--- src/rtl/snitch_ro_cache_pkg.sv ---
// Shared types and constants for the read-only cache request adapter:
// order-FIFO entry, lane index sizing and default AXI channel structs.
package snitch_ro_cache_pkg;

  localparam int unsigned AxiAddrWidthDef = 32;
  localparam int unsigned AxiDataWidthDef = 64;
  localparam int unsigned AxiIdWidthDef   = 2;
  localparam int unsigned AxiUserWidthDef = 1;

  // Widest lane index supported (1024-bit AXI over 32-bit core data).
  localparam int unsigned LaneMaxW = 5;

  localparam logic [3:0] CacheAttr = 4'b0010;
  localparam logic [1:0] BurstIncr = 2'b01;

  typedef struct packed {
    logic                write;
    logic [LaneMaxW-1:0] lane;
  } order_entry_t;

  function automatic int unsigned lane_idx_w(input int unsigned axi_dw, input int unsigned dw);
    return (axi_dw > dw) ? $clog2(axi_dw / dw) : 1;
  endfunction

  typedef struct packed {
    logic [AxiIdWidthDef-1:0]   id;
    logic [AxiAddrWidthDef-1:0] addr;
    logic [7:0]                 len;
    logic [2:0]                 size;
    logic [1:0]                 burst;
    logic                       lock;
    logic [3:0]                 cache;
    logic [2:0]                 prot;
    logic [3:0]                 qos;
    logic [3:0]                 region;
    logic [AxiUserWidthDef-1:0] user;
  } axi_ax_t;

  typedef struct packed {
    logic [AxiDataWidthDef-1:0]   data;
    logic [AxiDataWidthDef/8-1:0] strb;
    logic                         last;
    logic [AxiUserWidthDef-1:0]   user;
  } axi_w_t;

  typedef struct packed {
    logic [AxiIdWidthDef-1:0]   id;
    logic [1:0]                 resp;
    logic [AxiUserWidthDef-1:0] user;
  } axi_b_t;

  typedef struct packed {
    logic [AxiIdWidthDef-1:0]   id;
    logic [AxiDataWidthDef-1:0] data;
    logic [1:0]                 resp;
    logic                       last;
    logic [AxiUserWidthDef-1:0] user;
  } axi_r_t;

  typedef struct packed {
    axi_ax_t aw;
    logic    aw_valid;
    axi_w_t  w;
    logic    w_valid;
    logic    b_ready;
    axi_ax_t ar;
    logic    ar_valid;
    logic    r_ready;
  } axi_req_t;

  typedef struct packed {
    logic   aw_ready;
    logic   ar_ready;
    logic   w_ready;
    logic   b_valid;
    axi_b_t b;
    logic   r_valid;
    axi_r_t r;
  } axi_rsp_t;

endpackage

--- src/rtl/snitch_ro_cache_req_wr_issue.sv ---
// Store issue tracking: drives AW/W valid until each channel has handshaken
// and signals acceptance once both are complete (including this cycle).
module snitch_ro_cache_req_wr_issue
  import snitch_ro_cache_pkg::*;
(
  input  logic clk,
  input  logic rst_n,
  input  logic i_store_req,
  input  logic i_aw_ready,
  input  logic i_w_ready,
  output logic o_aw_valid_c,
  output logic o_w_valid_c,
  output logic o_accept_c
);

  logic r_aw_done;
  logic r_w_done;
  logic w_aw_hs;
  logic w_w_hs;

  assign o_aw_valid_c = i_store_req && !r_aw_done;
  assign o_w_valid_c  = i_store_req && !r_w_done;
  assign w_aw_hs      = o_aw_valid_c && i_aw_ready;
  assign w_w_hs       = o_w_valid_c && i_w_ready;
  assign o_accept_c   = i_store_req && (r_aw_done || w_aw_hs) && (r_w_done || w_w_hs);

  always_ff @(posedge clk or negedge rst_n) begin
    if (!rst_n) begin
      r_aw_done <= 1'b0;
      r_w_done  <= 1'b0;
    end else if (o_accept_c) begin
      r_aw_done <= 1'b0;
      r_w_done  <= 1'b0;
    end else begin
      if (w_aw_hs) r_aw_done <= 1'b1;
      if (w_w_hs)  r_w_done  <= 1'b1;
    end
  end

endmodule

--- src/rtl/snitch_ro_cache_req_adapter.sv ---
// Core valid/ready memory port to single-beat AXI4: loads on AR/R, stores on
// AW/W/B, responses returned in issue order through an order FIFO.
module snitch_ro_cache_req_adapter
  import snitch_ro_cache_pkg::*;
#(
  parameter int unsigned AxiAddrWidth = 32,
  parameter int unsigned AxiDataWidth = 64,
  parameter int unsigned AxiIdWidth   = 2,
  parameter int unsigned AxiUserWidth = 1,
  parameter int unsigned DataWidth    = 32,
  parameter int unsigned MaxTrans     = 4,
  parameter int unsigned FixedId      = 0,
  parameter type         axi_req_t    = snitch_ro_cache_pkg::axi_req_t,
  parameter type         axi_rsp_t    = snitch_ro_cache_pkg::axi_rsp_t
) (
  input  logic                    clk_i,
  input  logic                    rst_ni,
  input  logic [AxiAddrWidth-1:0] req_addr_i,
  input  logic                    req_write_i,
  input  logic [DataWidth-1:0]    req_wdata_i,
  input  logic [DataWidth/8-1:0]  req_strb_i,
  input  logic [1:0]              req_size_i,
  input  logic                    req_valid_i,
  output logic                    req_ready_o,
  output logic [DataWidth-1:0]    rsp_rdata_o,
  output logic                    rsp_error_o,
  output logic                    rsp_valid_o,
  input  logic                    rsp_ready_i,
  output axi_req_t                axi_mst_req_o,
  input  axi_rsp_t                axi_mst_rsp_i
);

  localparam int unsigned NumLanes = AxiDataWidth / DataWidth;
  localparam int unsigned LaneW    = lane_idx_w(AxiDataWidth, DataWidth);
  localparam int unsigned StrbW    = DataWidth / 8;
  localparam int unsigned AxiStrbW = AxiDataWidth / 8;
  localparam int unsigned DataOffW = $clog2(StrbW);
  localparam int unsigned PtrW     = (MaxTrans > 1) ? $clog2(MaxTrans) : 1;
  localparam int unsigned CntW     = $clog2(MaxTrans + 1);

  function automatic logic [PtrW-1:0] ptr_inc(input logic [PtrW-1:0] p);
    return (p == PtrW'(MaxTrans - 1)) ? '0 : p + PtrW'(1);
  endfunction

  logic [LaneW-1:0]    w_lane;
  logic                w_full;
  logic                w_issue_ok;
  logic                w_load_req;
  logic                w_store_req;
  logic                w_ar_hs;
  logic                w_aw_valid;
  logic                w_w_valid;
  logic                w_store_accept;
  logic                w_push;
  logic                w_pop;
  order_entry_t        w_push_entry;
  order_entry_t        w_head;
  logic                w_head_valid;
  logic                w_rsp_free;
  logic                w_r_ready;
  logic                w_b_ready;
  logic                w_r_hs;
  logic                w_b_hs;
  logic [DataWidth-1:0] w_rdata_sel;
  logic [AxiStrbW-1:0] w_strb;

  order_entry_t        r_fifo_q [MaxTrans];
  logic [PtrW-1:0]     r_wptr;
  logic [PtrW-1:0]     r_rptr;
  logic [CntW-1:0]     r_cnt;
  logic                r_rsp_valid;
  logic [DataWidth-1:0] r_rsp_rdata;
  logic                r_rsp_error;

  // Lane of the core word within the AXI beat.
  assign w_lane = (NumLanes > 1) ? LaneW'(req_addr_i >> DataOffW) : '0;
  assign w_strb = AxiStrbW'(req_strb_i) << (32'(w_lane) * StrbW);

  // Issue is blocked while full, even if a pop happens this cycle.
  assign w_full      = (r_cnt == CntW'(MaxTrans));
  assign w_issue_ok  = req_valid_i && !w_full;
  assign w_load_req  = w_issue_ok && !req_write_i;
  assign w_store_req = w_issue_ok && req_write_i;
  assign w_ar_hs     = w_load_req && axi_mst_rsp_i.ar_ready;

  snitch_ro_cache_req_wr_issue u_wr_issue (
    .clk          (clk_i),
    .rst_n        (rst_ni),
    .i_store_req  (w_store_req),
    .i_aw_ready   (axi_mst_rsp_i.aw_ready),
    .i_w_ready    (axi_mst_rsp_i.w_ready),
    .o_aw_valid_c (w_aw_valid),
    .o_w_valid_c  (w_w_valid),
    .o_accept_c   (w_store_accept)
  );

  assign req_ready_o  = w_ar_hs || w_store_accept;
  assign w_push       = w_ar_hs || w_store_accept;
  assign w_push_entry = '{write: req_write_i, lane: LaneMaxW'(w_lane)};

  // The head entry decides which response channel may be accepted.
  assign w_head       = r_fifo_q[r_rptr];
  assign w_head_valid = (r_cnt != '0);
  assign w_rsp_free   = !r_rsp_valid || rsp_ready_i;
  assign w_r_ready    = w_head_valid && !w_head.write && w_rsp_free;
  assign w_b_ready    = w_head_valid && w_head.write && w_rsp_free;
  assign w_r_hs       = w_r_ready && axi_mst_rsp_i.r_valid;
  assign w_b_hs       = w_b_ready && axi_mst_rsp_i.b_valid;
  assign w_pop        = w_r_hs || w_b_hs;
  assign w_rdata_sel  = DataWidth'(axi_mst_rsp_i.r.data >> (32'(w_head.lane) * DataWidth));

  always_comb begin
    axi_mst_req_o          = '0;
    axi_mst_req_o.ar.id    = AxiIdWidth'(FixedId);
    axi_mst_req_o.ar.addr  = req_addr_i;
    axi_mst_req_o.ar.size  = 3'(req_size_i);
    axi_mst_req_o.ar.burst = BurstIncr;
    axi_mst_req_o.ar.cache = CacheAttr;
    axi_mst_req_o.ar_valid = w_load_req;
    axi_mst_req_o.aw.id    = AxiIdWidth'(FixedId);
    axi_mst_req_o.aw.addr  = req_addr_i;
    axi_mst_req_o.aw.size  = 3'(req_size_i);
    axi_mst_req_o.aw.burst = BurstIncr;
    axi_mst_req_o.aw.cache = CacheAttr;
    axi_mst_req_o.aw_valid = w_aw_valid;
    axi_mst_req_o.w.data   = {NumLanes{req_wdata_i}};
    axi_mst_req_o.w.strb   = w_strb;
    axi_mst_req_o.w.last   = 1'b1;
    axi_mst_req_o.w_valid  = w_w_valid;
    axi_mst_req_o.r_ready  = w_r_ready;
    axi_mst_req_o.b_ready  = w_b_ready;
  end

  // Order FIFO (registered head, no fall-through).
  always_ff @(posedge clk_i or negedge rst_ni) begin
    if (!rst_ni) begin
      for (int i = 0; i < MaxTrans; i++) r_fifo_q[i] <= '0;
      r_wptr <= '0;
      r_rptr <= '0;
      r_cnt  <= '0;
    end else begin
      if (w_push) begin
        r_fifo_q[r_wptr] <= w_push_entry;
        r_wptr           <= ptr_inc(r_wptr);
      end
      if (w_pop) r_rptr <= ptr_inc(r_rptr);
      r_cnt <= r_cnt + CntW'(w_push) - CntW'(w_pop);
    end
  end

  always_ff @(posedge clk_i or negedge rst_ni) begin
    if (!rst_ni) begin
      r_rsp_valid <= 1'b0;
      r_rsp_rdata <= '0;
      r_rsp_error <= 1'b0;
    end else if (w_r_hs) begin
      r_rsp_valid <= 1'b1;
      r_rsp_rdata <= w_rdata_sel;
      r_rsp_error <= axi_mst_rsp_i.r.resp[1];
    end else if (w_b_hs) begin
      r_rsp_valid <= 1'b1;
      r_rsp_rdata <= '0;
      r_rsp_error <= axi_mst_rsp_i.b.resp[1];
    end else if (rsp_ready_i) begin
      r_rsp_valid <= 1'b0;
    end
  end

  assign rsp_valid_o = r_rsp_valid;
  assign rsp_rdata_o = r_rsp_rdata;
  assign rsp_error_o = r_rsp_error;

  logic w_unused;
  assign w_unused = ^{axi_mst_rsp_i.r.id, axi_mst_rsp_i.r.last, axi_mst_rsp_i.r.user,
                      axi_mst_rsp_i.r.resp[0], axi_mst_rsp_i.b.id, axi_mst_rsp_i.b.user,
                      axi_mst_rsp_i.b.resp[0]};

endmodule

--- config.mk ---
export PLATFORM = sky130hd
export DESIGN_NAME = snitch_ro_cache_req_adapter
export DESIGN_NICKNAME = d
export VERILOG_FILES = /design/src/rtl/snitch_ro_cache_pkg.sv /design/src/rtl/snitch_ro_cache_req_wr_issue.sv /design/src/rtl/snitch_ro_cache_req_adapter.sv
export SDC_FILE = /design/constraint.sdc
export NUM_CORES = 1
export LEC_CHECK = 0
export ABC_CLOCK_PERIOD_IN_PS = 3930
export CORE_AREA = 2 2 152 154
export CTS_BUF_LIST = sky130_fd_sc_hd__clkbuf_4
export CTS_CLUSTER_SIZE = 24
export DETAILED_ROUTE_END_ITERATION = 8
export DIE_AREA = 0 0 154 156
export SYNTH_ARGS = -nofsm -noshare
export SYNTH_HDL_FRONTEND = slang
export SYNTH_SLANG_ARGS = --single-unit
--- constraint.sdc ---
create_clock -name clk_i -period 3.93 [get_ports clk_i]
set_input_delay 0.9825 -clock clk_i [delete_from_list [all_inputs] [get_ports clk_i]]
set_output_delay 0.9825 -clock clk_i [all_outputs]
set_load 0.005 [all_outputs]
* After elaboration in Yosys (flattened, before gate mapping)
Cells that the tools add are included.
** Word-level totals
- Bits in read-only memories :: 0
- Memory bits (writable) :: 0
- Memories kept :: 0
- Register bits after elaboration :: 67
- Latch bits :: 0
- Input port bits :: 155
** Operators by class
- Div/mod/pow operators :: 0
- $mul :: 0
- Eq/ne operators :: 3
- Reductions and logical operators :: 33
- Muxes and demuxes :: 19
- Add/subtract/negate cells :: 4
- Shifts and indexed selects :: 2
- Order comparisons :: 3
- Bitwise operators :: 2
** Operators with widths (number)
- 32-bit 2-to-1 mux :: 2
- 64-bit by 10-bit right shift with 32-bit output :: 1
- 24-bit bitwise mux :: 1
- 6-bit 2-to-1 mux :: 3
- 1-bit logical AND :: 17
- 6-bit binary-select mux with 2-bit select :: 1
- 6-bit demux with 2-bit select :: 1
- 1-bit 2-to-1 mux :: 9
- 4-bit by 3-bit left shift with 8-bit output :: 1
- 3-bit greater-or-equal comparator, second input constant :: 2
- 1-bit logical NOT :: 6
- 2-bit NOT with 3-bit output :: 2
- 2-bit nonzero test :: 3
- 3-bit nonzero test :: 2
- 1-bit logical OR :: 5
- 2-bit by 1-bit adder with 2-bit output, second input constant :: 2
- 2-bit == test, second input constant :: 2
- 2-bit 2-to-1 mux :: 2
- 3-bit by 1-bit adder with 3-bit output :: 1
- 3-bit == test, second input constant :: 1
- 3-bit by 1-bit less-than comparator with 1-bit output, second input constant :: 1
- 3-bit by 1-bit subtractor with 3-bit output :: 1

* Depth between registers and ports, before layout
Gate-level depths: netlist of run 1.
- Depth in word-level cells :: 12
- Depth in mapped cells :: 11
- Depth with buffers taken out :: 10

* By module
Synthesis of run 1 repeated with hierarchy kept, for this count alone.
** Second synthesis, totals
- Cell total of the unflattened synthesis :: 402
- Area total of the unflattened synthesis :: 3997.6 sq um
** By module, submodules not included
- snitch_ro_cache_req_adapter :: times used 1, cells an instance 391, area an instance 3895.0 sq um, seq. area each 1226.2 sq um
- snitch_ro_cache_req_wr_issue :: times used 1, cells an instance 11, area an instance 102.6 sq um, seq. area each 50.0 sq um

* Worst setup path after synthesis of run 1
Ideal clock, no wire load.
- Kind :: input-to-reg
- Start :: input axi_mst_rsp_i[76] (netlist bit)
- End :: register r_cnt[2]
- Slack :: 889 ps
- Data arrival time :: 2918 ps
- Data required time :: 3807 ps
- Stages :: 10
- Library setup time :: 123 ps
- Cells stage by stage :: mux2_2 -> nand2_1 -> clkbuf_1 -> inv_1 -> ha_1 -> inv_1 -> ha_1 -> fa_1 -> xnor2_1 -> xnor2_1
** On the way
- Word-level cells in the longest chain between the ends :: 3
** Ends and longest elaborated chain
- from (decl) :: RTL line snitch_ro_cache_req_adapter.sv:30 : input axi_rsp_t axi_mst_rsp_i
- 1-bit logical AND :: RTL line snitch_ro_cache_req_adapter.sv:108 : assign w_b_hs = w_b_ready && axi_mst_rsp_i.b_valid;
- 1-bit logical OR :: RTL line snitch_ro_cache_req_adapter.sv:109 : assign w_pop = w_r_hs || w_b_hs;
- via w_pop :: RTL line snitch_ro_cache_req_adapter.sv:55 : logic w_pop;
- 3-bit by 1-bit subtractor with 3-bit output :: RTL line snitch_ro_cache_req_adapter.sv:147 : r_cnt <= r_cnt + CntW'(w_push) - CntW'(w_pop);
- to (signal assigned) :: RTL line snitch_ro_cache_req_adapter.sv:147
- to (decl) :: RTL line snitch_ro_cache_req_adapter.sv:70 : logic [CntW-1:0] r_cnt;
The timed path passes the listed nets, and every way through them passes these cells.
A chain may end at the register's enable or synchronous reset.

* Final worst setup path of run 1
- Start :: input axi_mst_rsp_i[79] (netlist bit)
- End :: output req_ready_o
** On the way
- Word-level cells in the longest chain between the ends :: 5
** Ends and longest elaborated chain
- 1-bit logical AND :: RTL line snitch_ro_cache_req_wr_issue.sv:23 : assign w_aw_hs = o_aw_valid_c && i_aw_ready;
- 1-bit logical OR :: RTL line snitch_ro_cache_req_wr_issue.sv:25 : assign o_accept_c = i_store_req && (r_aw_done || w_aw_hs) && (r_w_done || w_w_hs);
- 1-bit logical AND (2 in a row) :: RTL line snitch_ro_cache_req_wr_issue.sv:25
- 1-bit logical OR :: RTL line snitch_ro_cache_req_adapter.sv:97 : assign req_ready_o = w_ar_hs || w_store_accept;
- to (decl) :: RTL line snitch_ro_cache_req_adapter.sv:24 : output logic req_ready_o,
Every way passes these cells.

==> flow_summary_export.csv, run 1 <==
group,metric,value,unit
run_status,status,"complete, no violations",
clock_tree,cts_hold_buf,0,
sta,timing.hold.ws,0.506,ns
clock_tree,clock-root-buffer,"clkbuf_4",
detailed_routing,wl_per_cell,15.5,um
grt,grt_pass1_vias,2361,
placed_design,port_buffers,130,
pwr,total_power,2.85,mW
placed_design,place_inst,678,
final_layout,syn_to_final_growth,10.9,%
setup_path,crit_family,"buffers and inverters",
grt,grt_use_total,0.0841,
clock_tree,cts_setup_buffers,0,
yosys,yosysUniqueCellTypes,32,
clock_tree,htree_levels,2,
yosys,syn_area,4030,sq um
pwr,vdd_drop_max,410,uV
sta,fin_crit_sh,0.928,
detailed_routing,drt_iter0_drc,94,
final_layout,layout-drive-gt1-share,0.0748,
detailed_routing,drc,0,
final_layout,multiInputGateArea,1410,sq um
final_layout,final_util,0.200,
pwr,p_leak,1.89,nW
detailed_routing,wl,10.6,mm
final_layout,seqCellArea,1280,sq um
setup_path,crit_arrival,2.66,ns
setup_path,crit_type,"in2out",
die,rows,55,
sta,rsz0062_at_grt,"false",
setup_path,crit_path_end_kind,"output pin",
die,die_y,156,um
setup_path,timing.critical_path.buf_inv,2,
setup_path,crit_top_cell,"clkdlybuf4s50_1",
clock_tree,numCtsBuffers,5,
final_layout,stdcell_area,4470,sq um
clock_tree,clk_path_buf_depth,2,
placed_design,pre_cts_slack,0.278,ns
setup_path,max_stage_delay,0.47,ns
die,dieArea,24000,sq um
placed_design,place_hpwl,8.39,mm
clock_tree,cts_tree,"done",
grt,grt_start_max_net_pins,37,
sta,fmax,0.274,GHz
clock_tree,post_cts_resized,0,
grt,grt.overflow.total,0,
yosys,avgSynthCellArea,9.82,sq um
hold_path,min_path_type,"reg2reg",
sta,finalMaxSlewViolations,0,
final_layout,nets,563,
placed_design,gp_congestion,0.687,
yosys,ys_seq_elements,51,
placed_design,placed_cell_area,4410,sq um
yosys,syn_inst,410,
final_layout,final_cell_mix,"129 x clkdlybuf4s50_1, 62 x conb_1, 51 x dfrtp_1, 32 x mux2i_1, 32 x o2bb2ai_1",
die,start_util,0.180,
yosys,ys_seq_area_frac,0.317,
final_layout,n_antenna_cell,0,
detailed_routing,viasPerCell,3.59,
pwr,p_per_area,637,nW/um^2
grt,grt_pass1_wl,15.1,mm
yosys,yosys_warnings,0,
setup_path,cp_cell_sequence,"clkdlybuf4s50_1 > o22a_1 > and4_1 > or2_2 > clkdlybuf4s50_1",
detailed_routing,vias,2461,
run,cap_violations,0,
die,ios,397,
setup_path,crit_path_top_delay_cell,"clkdlybuf4s50_1",
setup_path,required,2.95,ns
setup_path,startpoint_type,"primary input",
sta,worst_pin_slew,1.08,ns
die,coreArea,22400,sq um
sta,slew_headroom,0.283,
setup_path,rrSetupSlack,1.22,ns
clock_tree,clock_latency,0.41,ns
sta,setup_viol,0,
die,die_w,154,um
sta,setup_ws,0.283,ns
sta,hold_viol,0,
sta,fin_crit,3.65,ns
sta,setup_tns,0,ns
final_layout,layout_commonest_cell,"clkdlybuf4s50_1",
sta,clock_skew,0.0140,ns
clock_tree,cts.clk_slew.worst_paths,0.16,ns
grt,antenna_found_initial,0,
detailed_routing,firstDrtPassIters,4,
final_layout,instances_no_fill,686,
clock_tree,cts_sinks,51,
setup_path,crit_fanout,4,
final_layout,fillers,2450,
detailed_routing,antenna_left,0,
-- power by group --
part | switching (mW) | internal, mW | total, mW | leakage, nW
combinational | 0.767 | 0.895 | 1.66 | 1.22
sequential | 0.148 | 0.765 | 0.914 | 0.638
clock | 0.199 | 0.0721 | 0.271 | 0.0314
-- synth_stat cells --
cell / number / area [sq um]
ha_1: 7 / 87.6
o2bb2ai_1: 32 / 280
buf_2: 1 / 5.00
buf_1: 1 / 3.75
and4b_1: 1 / 10.0
or3b_2: 1 / 8.76
clkbuf_1: 12 / 45.0
nor2_1: 12 / 45.0
nand2b_1: 1 / 6.26
inv_1: 7 / 26.3
mux2_2: 9 / 101
conb_1: 2 / 7.51
nor2b_1: 5 / 31.3
nand3_1: 1 / 5.00
o22a_1: 1 / 8.76
or2_2: 1 / 6.26
o21ai_0: 8 / 40.0
nor3_1: 2 / 10.0
buf_4: 199 / 1490
mux2i_1: 32 / 320
mux4_2: 2 / 45.0
dfrtp_1: 51 / 1280
and2_1: 5 / 31.3
or4b_1: 1 / 10.0
a22o_1: 3 / 26.3
fa_1: 1 / 20.0
and3_1: 1 / 6.26
a21oi_1: 2 / 10.0
nand2_1: 5 / 18.8
and4_1: 1 / 8.76
mux2_4: 1 / 15.0
xnor2_1: 2 / 17.5
-- worst register-to-register path: cells and delay by family (launching register included) --
kind / cells / cell delay [ns]
adder cells (fa/ha/maj): 3 / 0.81
multiplexers: 2 / 0.90
XOR/XNOR: 2 / 0.31
buffers and inverters: 2 / 0.08
AND/OR/NAND/NOR: 1 / 0.07
flip-flops: 1 / 0.47
-- layer usage --
layer  up-vias  global-route usage  share of wire
li1       1083                   -              -
met3        47              0.0511           0.15
met4         0              0.0396          0.039
met2       207               0.129           0.45
met5         -                   0              0
met1      1124              0.0924           0.36
-- kinds of logic after synthesis --
group	synth area share
flops	0.317
other cells	0.00186
compound gates	0.0907
buf+inv	0.391
fa+ha+maj	0.0267
xor+xnor	0.00435
simple gates	0.0491
mux	0.120
-- area by class of cell --
type                       instances  area share
tap                              285      0.0798
clock buffer                       5     0.00840
sequential                        51       0.286
multi-input combinational        199       0.314
clock inverter                     3     0.00560
inverter                           7     0.00588
timing repair buffer             136       0.300
-- sequential cells by signal, indices dropped and copies added (netlist names) --
signal                cells
r_cnt                     3
r_fifo_q                  8
r_rptr                    2
r_wptr                    2
rsp_error_o               1
rsp_rdata_o              32
rsp_valid_o               1
u_wr_issue.r_aw_done      1
u_wr_issue.r_w_done       1
-- worst paths after layout --
check | start | endpoint | depth (start not counted)
max | axi_mst_rsp_i[79] | req_ready_o | 5
min | rsp_rdata_o[1] | rsp_rdata_o[1] | 1
max reg2reg | r_rptr[0] | r_cnt[2] | 10
min reg2reg | rsp_rdata_o[1] | rsp_rdata_o[1] | 1
max in group asynchronous | rst_ni | r_wptr[0] | 2
min in group asynchronous | rst_ni | r_fifo_q[18] | 1
(Power assumes the default switching activity.)
==> run 2: changes to the inputs <==
--- a/config.mk
+++ b/config.mk
@@ -11,6 +11,7 @@
 export CTS_CLUSTER_SIZE = 24
 export DETAILED_ROUTE_END_ITERATION = 8
 export DIE_AREA = 0 0 154 156
+export SLEW_MARGIN = 20
 export SYNTH_ARGS = -nofsm -noshare
 export SYNTH_HDL_FRONTEND = slang
 export SYNTH_SLANG_ARGS = --single-unit
==> run 2 against run 1 <==
  * Sequential power about the same
  * Sequential cell count unchanged
  * Via count about the same
  * Die area unchanged
  * Fmax about the same
  * Worst setup slack about the same
  * Cell count unchanged
  * Global-route usage unchanged
  * Critical path type unchanged
  * Largest power group unchanged
==> flow_summary_export.csv, run 2 (same netlist as run 1, synthesis figures left out) <==
group,metric,value,unit
detailed_routing,drc,0,
sta,fmax,0.274,GHz
die,dieArea,24000,sq um
die,coreArea,22400,sq um
setup_path,r2r-end,"r_cnt[2]",
sta,fin_crit,3.65,ns
setup_path,r2r_start,"r_rptr[0]",
grt,grt_pass1_vias,2361,
sta,setup_viol,0,
pwr,p_leak,1.89,nW
setup_path,crit_family,"buffers and inverters",
sta,rsz0062_at_grt,"false",
clock_tree,htree_levels,2,
final_layout,layout-drive-gt1-share,0.0748,
pwr,clockPowerShare,0.095,
final_layout,instances_no_fill,686,
setup_path,crit_fanout,10,
clock_tree,post_cts_resized,0,
detailed_routing,viasPerCell,3.58,
detailed_routing,wl,10.6,mm
final_layout,nets,563,
clock_tree,clk_path_buf_depth,2,
grt,grt.overflow.total,0,
grt,grt_pass1_wl,15.1,mm
placed_design,port_buffers,130,
setup_path,crit_top_cell,"clkdlybuf4s50_1",
sta,hold_viol,0,
sta,clock_skew,0.0130,ns
setup_path,rrSetupSlack,1.22,ns
clock_tree,numCtsBuffers,5,
final_layout,largest_reg_flops,32,
clock_tree,cts_tree,"done",
setup_path,cp.depth,4,
pwr,p_per_area,635,nW/um^2
grt,grt_use_total,0.0841,
grt,grt_start_max_net_pins,37,
detailed_routing,drt_iter0_drc,93,
placed_design,place_hpwl,8.39,mm
placed_design,place_inst,678,
hold_path,min_path_type,"reg2reg",
setup_path,max_stage_delay,0.53,ns
detailed_routing,firstDrtPassIters,4,
sta,worst_pin_slew,0.814,ns
hold_path,min_from,"rsp_rdata_o[1]",
sta,setup_tns,0,ns
pwr,p_sw,1.11,mW
pwr,p_seq_frac,0.321,
pwr,sw_frac_of_total,0.392,
detailed_routing,wl_per_cell,15.5,um
clock_tree,cts_setup_buffers,0,
placed_design,pre_cts_slack,0.278,ns
die,start_util,0.180,
die,ios,397,
sta,setup_ws,0.283,ns
clock_tree,clock_latency,0.41,ns
hold_path,hold_end,"rsp_rdata_o[1]",
pwr,vdd_drop_max,411,uV
final_layout,syn_to_final_growth,11.0,%
setup_path,rr_worst_depth,10,
setup_path,startpoint_type,"primary input",
clock_tree,clock-root-buffer,"clkbuf_4",
pwr,internal-power,1.73,mW
clock_tree,cts.clk_slew.worst_paths,0.16,ns
hold_path,whs_path_depth,1,
setup_path,required,2.95,ns
final_layout,final_cell_mix,"129 x clkdlybuf4s50_1, 62 x conb_1, 51 x dfrtp_1, 32 x mux2i_1, 32 x o2bb2ai_1",
clock_tree,cts_hold_buf,0,
setup_path,crit_path_top_delay_cell,"clkdlybuf4s50_1",
setup_path,crit_path_end_kind,"output pin",
detailed_routing,vias,2459,
final_layout,n_antenna_cell,0,
placed_design,gp_congestion,0.687,
die,rows,55,
die,die_w,154,um
sta,finalMaxSlewViolations,0,
setup_path,crit_type,"in2out",
final_layout,fillers,2449,
sta,fin_crit_sh,0.928,
setup_path,timing.critical_path.buf_inv,2,
run,cap_violations,0,
die,die_y,156,um
setup_path,crit_arrival,2.66,ns
pwr,pwr-share-comb,0.583,
final_layout,layout_commonest_cell,"clkdlybuf4s50_1",
clock_tree,cts_sinks,51,
grt,antenna_found_initial,0,
run_status,status,"complete, no violations",
detailed_routing,antenna_left,0,
sta,slew_headroom,0.458,
setup_path,cp_cell_sequence,"clkdlybuf4s50_1 > and4b_1 > or2_2 > clkdlybuf4s50_1",
[run 2: cell count changes in the layout (fill, tap and decap cells not counted)]
cell    before  now
mux4_2       2    1
mux4_4       0    1
[run 2: worst max-delay path by stage]
stage                             end  slack [ns]         startpoint
final                     req_ready_o        0.28        req_valid_i
after global routing      req_ready_o        0.19        req_valid_i
after CTS                 req_ready_o        0.27        req_valid_i
after detailed placement  req_ready_o        0.28        req_valid_i
after global placement    req_ready_o        0.26        req_valid_i
after floorplan              r_cnt[2]        0.89  axi_mst_rsp_i[76]
[run 2: final cells by class]
class	count	area, sq um	share of cell area
inverter	7	26.3	0.00588
tap	285	357	0.0798
clock inverter	3	25.0	0.00560
timing repair buffer	136	1340	0.300
sequential	51	1280	0.285
clock buffer	5	37.5	0.00840
multi-input combinational	199	1410	0.315
[run 2: per-stage QoR]
stage                     total power [mW]  utilization  cell area [sq um]  hold WS, ns
final                                 2.84        0.200               4470        0.506
after global routing                  3.10        0.200               4470        0.537
after CTS                             2.93        0.200               4470        0.515
after detailed placement              2.64        0.197               4410        0.473
after global placement                2.61        0.197               4410        0.471
after floorplan                       2.03            -               4250        0.461
[run 2: per-layer routing]
layer,global-route usage,routed length (um),vias up
met4,0.0396,418,0
met2,0.129,4790,205
met3,0.0511,1600,48
met1,0.0924,3800,1121
li1,-,-,1085
met5,0,0,-
[run 2: power groups by stage]
stage / Clock [mW] / Sequential (mW) / Combinational, mW
5_1_grt: 0.314 / 0.953 / 1.83
3_5_place_dp: 0 / 0.923 / 1.72
6_report: 0.270 / 0.912 / 1.66
3_3_place_gp: 0 / 0.920 / 1.69
2_1_floorplan: 0 / 0.910 / 1.12
4_1_cts: 0.295 / 0.917 / 1.72
[run 2: worst reg2reg max path, cell delays in order, from the launching register on]
cell and delay (ns):
dfrtp_1 0.47, mux4_2 0.59, mux2_2 0.31, nand2_2 0.07
inv_1 0.04, ha_1 0.26, inv_1 0.04, ha_1 0.18
fa_1 0.37, xnor2_1 0.17, xnor2_1 0.14
==> run 3: changes to the inputs <==
--- a/config.mk
+++ b/config.mk
@@ -6,11 +6,11 @@
 export NUM_CORES = 1
 export LEC_CHECK = 0
 export ABC_CLOCK_PERIOD_IN_PS = 3930
-export CORE_AREA = 2 2 152 154
+export CORE_AREA = 5 5 151 153
 export CTS_BUF_LIST = sky130_fd_sc_hd__clkbuf_4
 export CTS_CLUSTER_SIZE = 24
 export DETAILED_ROUTE_END_ITERATION = 8
-export DIE_AREA = 0 0 154 156
+export DIE_AREA = 0 0 156 158
 export SLEW_MARGIN = 20
 export SYNTH_ARGS = -nofsm -noshare
 export SYNTH_HDL_FRONTEND = slang
==> run 3 against run 2 <==
  * Critical path depth stayed put
  * Design area is 0.31% lower
  * Cell count down 0.73%
  * Clock power fell by 7%
  * Sequential power shrank 0.4%
  * Global-route usage is 0.43 points lower
  * Die area up 2.6%
  * Core utilization up 0.82 points
  * First-iteration DRC count rose by 13%
  * Fmax down 1.1%
  * Total power down 1.5%
  * Register-to-register slack is essentially flat
  * Critical endpoint unchanged
  * Largest cell class unchanged
==> flow_summary_export.csv, run 3 (same netlist as run 1, synthesis figures left out) <==
group,metric,value,unit
die,coreArea,21400,sq um
setup_path,crit_arrival,2.70,ns
detailed_routing,wl_met3,1.66,mm
pwr,vdd_drop_max,510,uV
die,die_y,158,um
detailed_routing,wl,10.9,mm
sta,setup_tns,0,ns
grt,grt.overflow.total,0,
detailed_routing,wl_per_cell,16.1,um
die,start_util,0.188,
sta,fin_crit,3.69,ns
clock_tree,cts_sinks,51,
setup_path,startpoint_type,"primary input",
grt,grt_start_max_net_pins,37,
clock_tree,cts_hold_buf,0,
placed_design,port_buffers,130,
detailed_routing,antenna_left,0,
detailed_routing,top_layer,"met5",
clock_tree,clk_path_buf_depth,2,
setup_path,crit_type,"in2out",
final_layout,n_antenna_cell,0,
grt,grt_pass1_vias,2363,
placed_design,place_hpwl,8.75,mm
detailed_routing,vias,2408,
clock_tree,clock_latency,0.37,ns
setup_path,rrSetupSlack,1.22,ns
final_layout,layout_commonest_cell,"clkdlybuf4s50_1",
clock_tree,htree_levels,2,
final_layout,syn_to_final_growth,10.7,%
final_layout,seqCellArea,1280,sq um
setup_path,crit_path_end_kind,"output pin",
grt,grt_pass1_wl,14.8,mm
clock_tree,cts.clk_slew.worst_paths,0.15,ns
final_layout,final_cell_mix,"129 x clkdlybuf4s50_1, 62 x conb_1, 51 x dfrtp_1, 32 x mux2i_1, 32 x o2bb2ai_1",
setup_path,required,2.95,ns
placed_design,placed_cell_area,4400,sq um
sta,rsz0062_at_grt,"false",
detailed_routing,drt-met1-wl,3.80,mm
die,ios,397,
grt,antenna_found_initial,1,
final_layout,stdcell_area,4460,sq um
clock_tree,cts_tree,"done",
sta,fin_crit_sh,0.938,
final_layout,multiInputGateArea,1410,sq um
final_layout,largest_reg_flops,32,
sta,setup_viol,0,
die,die_w,156,um
sta,fmax,0.271,GHz
clock_tree,clock-root-buffer,"clkbuf_4",
detailed_routing,drt_iter0_drc,105,
setup_path,crit_end,"req_ready_o",
sta,slew_headroom,0.596,
die,dieArea,24600,sq um
grt,grt_use_total,0.0798,
hold_path,min_path_type,"reg2reg",
pwr,p_leak,1.89,nW
final_layout,nets,563,
sta,clock_skew,0.00884,ns
final_layout,fillers,2368,
setup_path,r2r-end,"r_cnt[2]",
placed_design,gp_congestion,0.704,
sta,finalMaxSlewViolations,0,
run,cap_violations,0,
setup_path,rr_worst_depth,10,
detailed_routing,viasPerCell,3.54,
die,rows,54,
setup_path,crit_fanout,10,
detailed_routing,route.met2.wl,4.87,mm
clock_tree,numCtsBuffers,5,
run_status,status,"complete, no violations",
placed_design,place_inst,673,
clock_tree,cts_setup_buffers,0,
pwr,p_per_area,628,nW/um^2
clock_tree,post_cts_resized,0,
final_layout,instances_no_fill,681,
setup_path,worstSetupStartpoint,"req_valid_i",
setup_path,r2r_start,"r_rptr[0]",
detailed_routing,firstDrtPassIters,4,
final_layout,layout-drive-gt1-share,0.0748,
sta,worst_pin_slew,0.606,ns
detailed_routing,drc,0,
sta,hold_viol,0,
run 3: changes by cell type in the layout (fill, tap and decap cells not counted), sizes merged:
cell	before	now
clkbuf	5	6
clkinv	2	1
run 3: report_power, final:
part | total, mW | switching [mW] | internal [mW]
Clock | 0.252 | 0.176 | 0.0764
Sequential | 0.908 | 0.143 | 0.765
Combinational | 1.64 | 0.755 | 0.882
Total | 2.80 | 1.07 | 1.72
run 3: how the worst min path moves through the flow:
stage,from,end,slack [ns],cells past startpoint
2_1_floorplan,r_fifo_q[11],r_fifo_q[11],0.46,1
3_3_place_gp,rsp_rdata_o[30],rsp_rdata_o[30],0.47,1
3_5_place_dp,rsp_rdata_o[20],rsp_rdata_o[20],0.47,1
4_1_cts,rsp_rdata_o[22],rsp_rdata_o[22],0.51,1
5_1_grt,rsp_rdata_o[0],rsp_rdata_o[0],0.53,1
6_report,rsp_rdata_o[12],rsp_rdata_o[12],0.50,1
run 3: cell type report:
cell class	instances	share of cell area
inverters	7	0.00590
clock buffers	6	0.0101
multi-input cells	199	0.315
clock inverters	2	0.00281
flip-flops and latches	51	0.286
repair buffers	136	0.301
well taps	280	0.0786
run 3: metrics by stage:
stage	hold slack, ns	utilization	total power, mW	worst slack, ns
after floorplan	0.461	-	2.03	0.889
after global placement	0.470	0.205	2.60	0.275
after detailed placement	0.473	0.205	2.62	0.252
after CTS	0.512	0.208	2.90	0.237
after global routing	0.532	0.208	3.05	0.177
final	0.504	0.208	2.80	0.243
run 3: critical path, cell delays in order:
cell and delay, ns:
clkdlybuf4s50_1 0.54, and4b_1 0.42, or2_2 0.24, clkdlybuf4s50_1 0.52
run 3: layer usage:
metal  vias up  global-route usage
li1       1085                   -
met1      1071              0.0843
met2       190               0.123
met3        60              0.0473
met4         2              0.0475
met5         -                   0
